## config.mk

```make
export PLATFORM = sky130hd
export DESIGN_NAME = hamming_enc_sched
export DESIGN_NICKNAME = d
export VERILOG_FILES = /design/src/rtl/hamming_enc_sched.sv
export SDC_FILE = /design/constraint.sdc
export NUM_CORES = 1
export LEC_CHECK = 0
export ABC_AREA = 1
export BUFFER_PORTS_ARGS = -buffer_cell sky130_fd_sc_hd__buf_2
export CORE_UTILIZATION = 40
export DETAILED_ROUTE_END_ITERATION = 6
export PLACE_DENSITY_LB_ADDON = 0.12
export SLEW_MARGIN = 10
export SYNTH_ARGS = -nofsm -noshare
export SYNTH_HDL_FRONTEND = slang
export SYNTH_SLANG_ARGS = --single-unit
```

## constraint.sdc

```tcl
create_clock -name clk -period 5.95 [get_ports clk]
set_clock_uncertainty 0.15 [all_clocks]
set_input_delay 0.2975 -clock clk [delete_from_list [all_inputs] [get_ports clk]]
set_output_delay 0.2975 -clock clk [all_outputs]
set_load 0.05 [all_outputs]
```

## src/rtl/hamming_enc_sched.sv

```systemverilog
// Round-robin scheduler sharing one Hamming(21,16) even-parity encoder among
// N_REQ requesters, with a single registered output slot (valid/ready),
// enable/drain control and a completed-word counter.
module hamming_enc_sched #(
  parameter int unsigned N_REQ = 4
) (
  input  logic                     clk,
  input  logic                     rst,
  input  logic                     en,
  input  logic [N_REQ-1:0]         req_mask,
  input  logic [N_REQ-1:0]         req_valid,
  input  logic [16*N_REQ-1:0]      req_data,
  output logic [N_REQ-1:0]         req_ready,
  output logic                     out_valid,
  input  logic                     out_ready,
  output logic [20:0]              out_code,
  output logic [$clog2(N_REQ)-1:0] out_id,
  output logic                     busy,
  output logic [15:0]              word_cnt
);

  localparam int unsigned ID_W = $clog2(N_REQ);

  localparam logic [1:0] ST_IDLE  = 2'd0;
  localparam logic [1:0] ST_RUN   = 2'd1;
  localparam logic [1:0] ST_DRAIN = 2'd2;

  logic [1:0]      state_q, state_d;
  logic            out_valid_q;
  logic [20:0]     out_code_q;
  logic [ID_W-1:0] out_id_q;
  logic [ID_W-1:0] rr_ptr_q;
  logic [15:0]     word_cnt_q;

  logic [N_REQ-1:0] cand;
  logic             found;
  logic [ID_W-1:0]  gnt;
  logic [15:0]      gnt_data;
  logic             slot_free;
  logic             accept;
  logic             pop;

  // Position p (1..21) sits at index p-1; powers of two carry parity, the
  // rest take data bits in ascending order. Parity j covers positions with bit j set.
  function automatic logic [20:0] enc(input logic [15:0] d);
    logic [20:0] c;
    logic [3:0]  k;
    logic        par;
    c = '0;
    k = '0;
    for (int p = 1; p <= 21; p++) begin
      if ((p & (p - 1)) != 0) begin
        c[5'(p - 1)] = d[k];
        k = k + 4'd1;
      end
    end
    for (int j = 0; j < 5; j++) begin
      par = 1'b0;
      for (int p = 1; p <= 21; p++) begin
        if ((((p >> j) & 1) == 1) && ((p & (p - 1)) != 0)) par = par ^ c[5'(p - 1)];
      end
      c[5'((1 << j) - 1)] = par;
    end
    return c;
  endfunction

  // Round-robin search: first eligible requester at or after rr_ptr, wrapping.
  always_comb begin
    int unsigned idx;
    cand     = req_valid & req_mask;
    found    = 1'b0;
    gnt      = '0;
    gnt_data = '0;
    idx      = 0;
    for (int k = 0; k < N_REQ; k++) begin
      idx = (int'(rr_ptr_q) + k) % N_REQ;
      if (!found && cand[ID_W'(idx)]) begin
        found = 1'b1;
        gnt   = ID_W'(idx);
      end
    end
    for (int i = 0; i < N_REQ; i++) begin
      if (ID_W'(i) == gnt) gnt_data = req_data[16*i +: 16];
    end
  end

  // Grant qualification and one-hot ready; en/mask act on the same cycle.
  always_comb begin
    slot_free = !out_valid_q || out_ready;
    pop       = out_valid_q && out_ready;
    accept    = rst && (state_q == ST_RUN) && en && slot_free && found;
    req_ready = '0;
    if (accept) req_ready[gnt] = 1'b1;
  end

  // Control FSM next state; returning to RUN wins over leaving DRAIN.
  always_comb begin
    state_d = state_q;
    case (state_q)
      ST_IDLE:  if (en) state_d = ST_RUN;
      ST_RUN:   if (!en) state_d = out_valid_q ? ST_DRAIN : ST_IDLE;
      ST_DRAIN: begin
        if (en)                            state_d = ST_RUN;
        else if (!out_valid_q || out_ready) state_d = ST_IDLE;
      end
      default:  state_d = ST_IDLE;
    endcase
  end

  // Output slot, pointer, counter and state registers.
  always_ff @(posedge clk) begin
    if (!rst) begin
      state_q     <= ST_IDLE;
      out_valid_q <= 1'b0;
      out_code_q  <= '0;
      out_id_q    <= '0;
      rr_ptr_q    <= '0;
      word_cnt_q  <= '0;
    end else begin
      state_q <= state_d;
      if (accept) begin
        out_valid_q <= 1'b1;
        out_code_q  <= enc(gnt_data);
        out_id_q    <= gnt;
        rr_ptr_q    <= (gnt == ID_W'(N_REQ - 1)) ? '0 : gnt + ID_W'(1);
      end else if (pop) begin
        out_valid_q <= 1'b0;
      end
      if (pop) word_cnt_q <= word_cnt_q + 16'd1;
    end
  end

  assign out_valid = out_valid_q;
  assign out_code  = out_code_q;
  assign out_id    = out_id_q;
  assign busy      = (state_q != ST_IDLE);
  assign word_cnt  = word_cnt_q;

endmodule

```

==> flow_summary.toml, run 1 <==
[sta]
period_share = 0.608
worst_slew_pin_slew_ns = 0.753
setup_viol = 0
hold_violations = 0
relSlewSlack = 0.498
maxClockFrequency_ghz = 0.276
report.final.slew_viol_count = 0
setup_tns_ns = 0
fin_crit_ns = 3.62
grt_setup_unrepaired = "no"

[detailed_routing]
wl_per_cell_um = 10.6
drt_iter0_drc = 62
drcViolationCount = 0
drtAntennaViolNets = 0
routed_wl_mm = 5.65
vias = 2446
vias_per_cell = 4.61
first_pass_iters = 4

[clock_tree]
cts_hold_buffers = 0
path_clk_slew_ns = 0.07
numCtsBuffers = 5
cts_max_level = 2
cts_resized = 0
post_cts_buffers = 0
cts_buffer_depth = 2
clock_sinks = 35
cts_tree = "yes"
clock_latency_ns = 0.28
cts_root_buffer = "clkbuf_8"

[yosys]
async_reset_ff_frac = 0
ys_warn_count = 0
synth_flop_cell = "dfxtp_1"
yosysTopAreaCellShare = 0.304
ys_ff_latch = 35
synth_edf_count = 0
ys_seq_area_frac = 0.304
synth_area_sq_um = 2310
synth_cell_types = 38
netlist.top_cell.by_area = "dfxtp_1"
syn_avg_cell_area_sq_um = 6.17
synthCells = 374
ys_top_cells_by_area = "dfxtp_1 (30%), nand2_1 (16%), nor2_1 (11%)"

[floorplanning]
dieWidth_um = 77.9
die_h_um = 77.9
dieArea_sq_um = 6080
ioPinCount = 121
fp.coreArea_sq_um = 5540
rows = 27
start_util = 0.416

[global_route]
grt_most_used_layer = "met2"
grt_use_met3 = 0.0412
grt_util_met2 = 0.331
grt_usage = 0.193
grt_pass1_vias = 2194
grt_pass1_wl_mm = 9.46
grtUsageMet1 = 0.247
grt_max_degree = 26
grt-ovfl-total = 0
antenna_found_initial = 0

[worst_setup_path]
startpoint_type = "register"
r2r_start = "rr_ptr_q[0]$_SDFFE_PN0P_"
r2r_slack_ns = 2.33
crit_path_max_fanout = 16
end_kind = "register"
crit_start = "rr_ptr_q[0]$_SDFFE_PN0P_"
crit_type = "register to register"
arrival_ns = 3.70
critPathRequiredTime_ns = 6.03

[finish]
diodes = 0
area_growth_pct = 23.4
final_nets = 539
drive_above_1_share = 0.248

[run]
maxCapViolCount = 0

[place]
place_hpwl_mm = 4.30
place.gp.congestion = 0.746
port_buffers = 91

[pwr]
vdd_drop_max_mv = 0.101
p_leak_uw = 0.00148
p_per_area_nw_per_um2 = 240
p_total_uw = 683

[outcome]
status = "complete, no violations"

[min_path]
hold_path.startpoint = "en"
hold_path_class = "primary input to register"
[Yosys cell counts (all sizes together), types with 3 or more instances]
cell,n
dfxtp,35
a22oi,4
a31oi,3
inv,39
ha,5
nand3,14
nor3,7
nand2,104
o21ai,30
a21oi,23
o21a,3
buf,15
nor2,72
clkbuf,7
[registers in the layout (all words and copies together) (netlist names)]
signal,cells
rr_ptr_q,2
out_code,12
word_cnt,16
out_valid,1
out_id,2
state_q,2
[cells by family after synthesis]
family	Yosys count	share of synthesized area
flip-flops	35	0.304
other	1	0.00163
AO/OA/AOI/OAI	66	0.159
buffers and inverters	62	0.131
AND/OR/NAND/NOR	202	0.363
adder cells (fa/ha/maj)	5	0.0271
XOR/XNOR	3	0.0146
[layout make-up]
type                    count  area (sq um)
multi-input cells         285          1340
fillers                   623          2690
flip-flops and latches     35           701
repair buffers             91           455
clock inverters             3          43.8
well taps                  72          90.1
inverters                  40           153
clock buffers               5          68.8
[worst max-delay path, stage by stage (launching register included)]
cell and delay [ns]:
dfxtp_1 0.60, inv_4 0.09, o21a_1 0.22, o21ai_1 0.23, inv_1 0.10, nand2_1 0.09, nand3_1 0.09, nand3_1 0.18
ha_1 0.56, inv_1 0.27, nor2_1 0.14, nor2_1 0.05, nand2_1 0.09, nand2_1 0.10, nand2_1 0.11, inv_1 0.04
nor2_1 0.11, nand2_1 0.07, nand2_1 0.06, nand2_1 0.05, nand3_1 0.07, nand2_1 0.05, inv_1 0.04
[per-layer routing]
layer | vias to the layer above | routed length (um) | share of wire
met1 | 1046 | 2760 | 0.49
met2 | 73 | 2580 | 0.46
met4 | 0 | 35 | 0.0062
met3 | 5 | 275 | 0.049
met5 | - | 0 | 0
li1 | 1322 | - | -
[where the power goes]
part           total, uW  internal, uW  switching (uW)
clock network        214           125            89.7
registers            242           238            3.14
logic                227          72.9             154
[cell usage in the layout, fill, tap and decap left out]
cell type / instances
inv_1: 37
a21oi_2: 1
o21ai_1: 9
and3_1: 1
a21oi_1: 22
xor2_1: 1
dfxtp_1: 35
nor2_4: 2
o21a_1: 3
a31o_2: 1
inv_4: 1
clkinv_1: 1
bufinv_16: 1
nor3_2: 1
nor3b_1: 2
ha_1: 5
nand3_2: 1
nand3_1: 13
o21ai_0: 20
nand4_1: 2
nand2_1: 101
nor2_2: 2
clkinv_2: 1
nor3_1: 6
o21ai_2: 1
a31oi_1: 3
inv_2: 1
xor2_2: 1
o211ai_1: 1
a22oi_1: 4
nand2_2: 3
a21boi_1: 1
clkbuf_8: 5
nor2_1: 68
xnor2_1: 1
conb_1: 9
clkinv_4: 1
buf_2: 91
[worst paths after layout]
| kind | endpoint | cells after the start |
|---|---|---|
| max | out_code[7]$_SDFFE_PN0P_ | 22 |
| min | state_q[1]$_SDFFE_PN0P_ | 2 |
| max reg2reg | out_code[7]$_SDFFE_PN0P_ | 22 |
| min reg2reg | state_q[0]$_SDFFE_PN0P_ | 1 |
[through the flow]
| step | utilization | instances | instance area, sq um | worst slack [ns] | hold slack (ns) |
|---|---|---|---|---|---|
| global route | 0.514 | 531 | 2850 | 1.90 | 0.0436 |
| floorplan | - | 382 | 2340 | 3.00 | 0.224 |
| CTS | 0.514 | 531 | 2850 | 2.37 | 0.0325 |
| finish | 0.514 | 531 | 2850 | 2.33 | 0.0448 |
| detailed placement | 0.493 | 523 | 2730 | 2.40 | 0.320 |
| global placement | 0.493 | 523 | 2730 | 2.41 | 0.292 |
(Power assumes the default switching activity.)
==> run 2, diff against run 1 <==
==> constraint.sdc (replaced) <==
create_clock -name clk -period 3.3 [get_ports clk]
set_clock_uncertainty 0.15 [all_clocks]
set_input_delay 0.165 -clock clk [delete_from_list [all_inputs] [get_ports clk]]
set_output_delay 0.165 -clock clk [all_outputs]
set_load 0.05 [all_outputs]
==> run 2 against run 1 <==
  * Sequential share of layout area decreased by 0.69 points
  * Largest cell class unchanged
  * Highest routed layer unchanged
  * Clock power rose by 59%
  * Non-clock buffer count is 10 higher
  * Worst setup slack got worse by 2.0 ns
  * Combinational power up 95%
  * Wire length rose by 1.7%
  * Cell count is 1.9% higher
  * Flip-flop and latch count unchanged
==> flow_summary.toml, run 2 (synthesis results as in run 1) <==
[sta]
holdWs_ns = 0.0164
fin_crit_ns = 2.92
setup_tns_ns = 0
hold_violations = 0
report.final.slew_viol_count = 0
setup_viol = 0
maxClockFrequency_ghz = 0.342
period_share = 0.886

[floorplanning]
dieArea_sq_um = 6080
ioPinCount = 121
fp.coreArea_sq_um = 5540
dieWidth_um = 77.9
die_h_um = 77.9
start_util = 0.416
rows = 27

[worst_setup_path]
r2r_slack_ns = 0.39
r2r_start = "rr_ptr_q[0]$_SDFFE_PN0P_"
startpoint_type = "register"
reg2reg_to = "out_code[7]$_SDFFE_PN0P_"
crit_type = "register to primary output"
arrival_ns = 2.61
r2r_cells = 26
crit_path_max_fanout = 15
critPathRequiredTime_ns = 2.98
end_kind = "primary output"

[finish]
final_util = 0.534
final_common_cell = "nand2_1"
area_growth_pct = 28.3
drive_above_1_share = 0.279
diodes = 0
final_nets = 549
design_area_sq_um = 2960
largest_reg_flops = 16
final_cells = 541
layout_common_cells = "nand2_1 (101), buf_2 (91), nor2_1 (68), inv_1 (36), dfxtp_1 (33)"

[pwr]
p_leak_uw = 0.00153
p_per_area_nw_per_um2 = 411
p_clk_frac = 0.280
p_comb_frac = 0.363
power_frac_seq = 0.357
p_int_uw = 777
swShare = 0.362
p_switching_uw = 440
vdd_drop_max_mv = 0.153

[detailed_routing]
wl_per_cell_um = 10.6
drcViolationCount = 0
drt_iter0_drc = 53
drtAntennaViolNets = 0
first_pass_iters = 6
vias = 2492
routed_wl_mm = 5.75
vias_per_cell = 4.61

[clock_tree]
post_cts_buffers = 0
clock_sinks = 35
numCtsBuffers = 5
clock_latency_ns = 0.28
cts_max_level = 2
cts_tree = "yes"
cts_root_buffer = "clkbuf_8"
path_clk_slew_ns = 0.07
cts_buffer_depth = 2

[place]
place.gp.congestion = 0.756
port_buffers = 91
dpl_cell_area_sq_um = 2800
place_hpwl_mm = 4.42
place_inst = 532

[min_path]
hold_end = "word_cnt[1]$_SDFFE_PN0P_"
hold_depth = 3
hold_path_class = "primary input to register"
hold_path.startpoint = "out_ready"

[global_route]
grt_max_degree = 26
grt-ovfl-total = 0
grt_pass1_vias = 2169
grt_pass1_wl_mm = 9.70
grt_usage = 0.200
antenna_found_initial = 0

[outcome]
status = "complete, no violations"

[run]
maxCapViolCount = 0
## run 2: stage by stage
stage | setup WS [ns] | total power, uW
detailed placement | 0.212 | 876
CTS | 0.0243 | 1220
floorplan | 0.480 | 767
global route | -0.00178 | 1320
global placement | 0.248 | 871
finish | 0.376 | 1220
## run 2: worst max path at each step
stage / start / endpoint / slack, ns / cells past startpoint
floorplan: rr_ptr_q[0]$_SDFFE_PN0P_ / req_ready[3] / 0.48 / 14
detailed placement: rr_ptr_q[0]$_SDFFE_PN0P_ / out_code[7]$_SDFFE_PN0P_ / 0.21 / 22
global placement: rr_ptr_q[0]$_SDFFE_PN0P_ / out_code[7]$_SDFFE_PN0P_ / 0.25 / 26
CTS: rr_ptr_q[0]$_SDFFE_PN0P_ / req_ready[3] / 0.02 / 14
global route: rr_ptr_q[0]$_SDFFE_PN0P_ / out_code[7]$_SDFFE_PN0P_ / -0.002 / 25
finish: rr_ptr_q[0]$_SDFFE_PN0P_ / req_ready[3] / 0.38 / 14
## run 2: power groups by stage
| stage | clock network, uW | logic (uW) | registers (uW) |
|---|---|---|---|
| 2_1_floorplan | 0 | 300 | 466 |
| 3_3_place_gp | 0 | 426 | 445 |
| 3_5_place_dp | 0 | 431 | 445 |
| 4_1_cts | 353 | 434 | 435 |
| 6_report | 341 | 442 | 435 |
| 5_1_grt | 374 | 512 | 436 |
## run 2: timing repair
action / in CTS / in global routing
resized for setup: 0 / 13
endpoints found under the hold margin: 1 / 0
hold buffers: 1 / 0
endpoints found under the setup margin: 0 / 5
## run 2: cell type report
type | instances | area, sq um
inverter | 40 | 153
fill | 603 | 2580
multi-input combinational | 285 | 1380
sequential | 35 | 708
clock buffer | 8 | 100
timing repair buffer | 101 | 533
tap | 72 | 90.1
## run 2: layer usage
metal	GRT usage	vias to the layer above	part of all wire
met5	0	-	0
met3	0.0529	9	0.064
li1	-	1350	-
met1	0.256	1052	0.47
met4	0.0556	0	0.012
met2	0.330	81	0.45
## run 2: worst max-delay path, cell delays in order (launching register included)
cell and delay [ns]:
dfxtp_4 0.41, buf_4 0.15, nand2_1 0.07, o21ai_1 0.12
nand2_1 0.11, nand2_1 0.12, nor2_4 0.05, nand3_2 0.10
nand3_2 0.13, inv_1 0.12, ha_2 0.37, buf_4 0.18
inv_1 0.03, nor2_1 0.09, buf_2 0.28
==> run 3, diff against run 2 <==
==> constraint.sdc (replaced) <==
create_clock -name clk -period 2.35 [get_ports clk]
set_clock_uncertainty 0.15 [all_clocks]
set_input_delay 0.1175 -clock clk [delete_from_list [all_inputs] [get_ports clk]]
set_output_delay 0.1175 -clock clk [all_outputs]
set_load 0.05 [all_outputs]
==> run 3 against run 2 <==
  * The flow now finishes with violations (negative setup slack)
  * First-iteration DRC count is 100% higher
  * Clock power is 68% higher
  * Worst hold slack hardly changed
  * Cell count is 7.4% higher
  * Clock-buffer cell count is 2 lower
  * Sequential power is 40% higher
  * Critical path type is now register to register
  * Highest routed layer unchanged
==> flow_summary.toml, run 3 (synthesis results as in run 1) <==
[outcome]
status = "complete, but fails checks"
violations = "negative setup slack"

[detailed_routing]
wl_per_cell_um = 11.7
drtAntennaViolNets = 0
routed_wl_mm = 6.81
vias_per_cell = 4.71
vias = 2734
drt_iter0_drc = 106
drcViolationCount = 0
first_pass_iters = 4

[worst_setup_path]
crit_start = "rr_ptr_q[0]$_SDFFE_PN0P_"
r2r_start = "rr_ptr_q[0]$_SDFFE_PN0P_"
r2r_slack_ns = -0.44
crit_path_max_fanout = 8
end_kind = "register"
cpPeakStageDelay_ns = 0.44
path_depth = 22
critPathTopFamily = "simple AND/OR/NAND/NOR gates"
critPathRequiredTime_ns = 2.39
path_cells = "inv_6 -> o21a_1 -> o21ai_2 -> buf_4 -> nand4_1 -> nand2_2 -> inv_4 -> ha_4 -> buf_6 -> buf_6 -> a21oi_2 -> nand2_1 -> nand2_1 -> nand2_2 -> nand2_1 -> nand2_2 -> nand2_1 -> nand2_1 -> nand2_1 -> nand3_1 -> nand2_1 -> inv_1"
startpoint_type = "register"
arrival_ns = 2.83
path_buf_inv = 6
reg2reg_to = "out_code[7]$_SDFFE_PN0P_"
cp_common_cell = "nand2_1"
crit_path_end = "out_code[7]$_SDFFE_PN0P_"
crit_slowest_cell = "dfxtp_4"
crit_type = "register to register"
r2r_cells = 22

[finish]
drive_above_1_share = 0.444
largest_reg_flops = 16
final_nets = 589
layout_common_cells = "buf_2 (87), nand2_1 (80), nor2_1 (62), buf_4 (34), dfxtp_1 (33)"
final_common_cell = "buf_2"
area_growth_pct = 54.0
fillers = 513
diodes = 0
design_area_sq_um = 3550

[floorplanning]
fp.coreArea_sq_um = 5540
dieArea_sq_um = 6080
ioPinCount = 121
rows = 27
start_util = 0.416
die_h_um = 77.9
dieWidth_um = 77.9

[clock_tree]
numCtsBuffers = 5
path_clk_slew_ns = 0.08
cts_max_level = 2
cts_root_buffer = "clkbuf_8"
cts_buffer_depth = 2
clock_sinks = 35
clock_latency_ns = 0.29
cts_tree = "yes"

[min_path]
hold_path_class = "primary input to register"

[sta]
report.final.slew_viol_count = 0
grt_setup_unrepaired = "yes"
setup_viol = 16
setup_slack_ns = -0.443
hold_violations = 0
period_share = 1.19
fin_crit_ns = 2.79
maxClockFrequency_ghz = 0.358
holdWs_ns = 0.0169

[global_route]
grt-ovfl-total = 0
antenna_found_initial = 0
grt_pass1_wl_mm = 11.0
grt_max_degree = 25
grt_usage = 0.229
grt_pass1_vias = 2466

[pwr]
p_leak_uw = 0.00177
vdd_drop_max_mv = 0.307
p_per_area_nw_per_um2 = 602

[place]
dpl_cell_area_sq_um = 3020
port_buffers = 91
place_hpwl_mm = 4.87
place.gp.congestion = 0.837

[run]
maxCapViolCount = 0
run 3: cell count changes in the layout (fill, tap and decap cells not counted), moves of 9 or more:
cell | before | now
buf_4 | 9 | 34
nand2_1 | 101 | 80
nand2_2 | 3 | 24
buf_6 | 0 | 16
o21ai_0 | 20 | 10
inv_1 | 36 | 27
run 3: how the worst min path moves through the flow:
stage / cells after the start / start / end
floorplan: 1 / en / state_q[1]$_SDFFE_PN0P_
global placement: 2 / en / state_q[1]$_SDFFE_PN0P_
detailed placement: 2 / en / state_q[1]$_SDFFE_PN0P_
CTS: 5 / req_data[48] / out_code[2]$_SDFFE_PN0P_
global route: 5 / req_data[48] / out_code[2]$_SDFFE_PN0P_
finish: 5 / req_data[51] / out_code[6]$_SDFFE_PN0P_
run 3: per-layer routing:
layer,routed length [um],track usage,vias to the layer above,share of wire
met5,0,0,-,0
met4,89,0.0741,0,0.013
met3,413,0.0529,7,0.061
met2,3240,0.389,85,0.48
met1,3070,0.283,1206,0.45
li1,-,-,1436,-
run 3: metrics by stage:
step	power [uW]	setup WS, ns	cells	setup TNS [ns]	util
after CTS	2070	-0.384	573	-3.63	0.619
after global routing	2280	-0.641	581	-7.05	0.641
after detailed placement	1340	-0.522	552	-4.37	0.545
final	2140	-0.443	581	-4.42	0.641
after floorplan	1120	-0.263	382	-1.07	-
after global placement	1330	-0.464	552	-3.73	0.545
run 3: worst min-delay path: cells and delay by family:
family | cells | cell delay (ns)
simple gates | 2 | 0.11
compound gates | 2 | 0.12
buf+inv | 1 | 0.07
run 3: layout make-up:
cell class	count	area [sq um]	share of cell area
Clock buffer	6	82.6	0.0232
Tap cell	72	90.1	0.0254
Sequential cell	35	706	0.199
Clock inverter	2	35.0	0.00986
Multi-Input combinational cell	285	1570	0.441
Timing Repair Buffer	141	906	0.255
Inverter	40	166	0.0468
run 3: what timing repair did:
item / in CTS / in global routing
pin swaps: 48 / 36
hold endpoints to repair: 3 / 0
resized for setup: 67 / 26
setup buffers: 10 / 9
hold buffers: 3 / 0
gates cloned: 0 / 0
setup endpoints to repair: 16 / 16
run 3: where the power goes:
group / switching (uW) / internal (uW) / total (uW)
clock network: 231 / 344 / 574
registers: 8.39 / 603 / 611
logic: 527 / 427 / 954
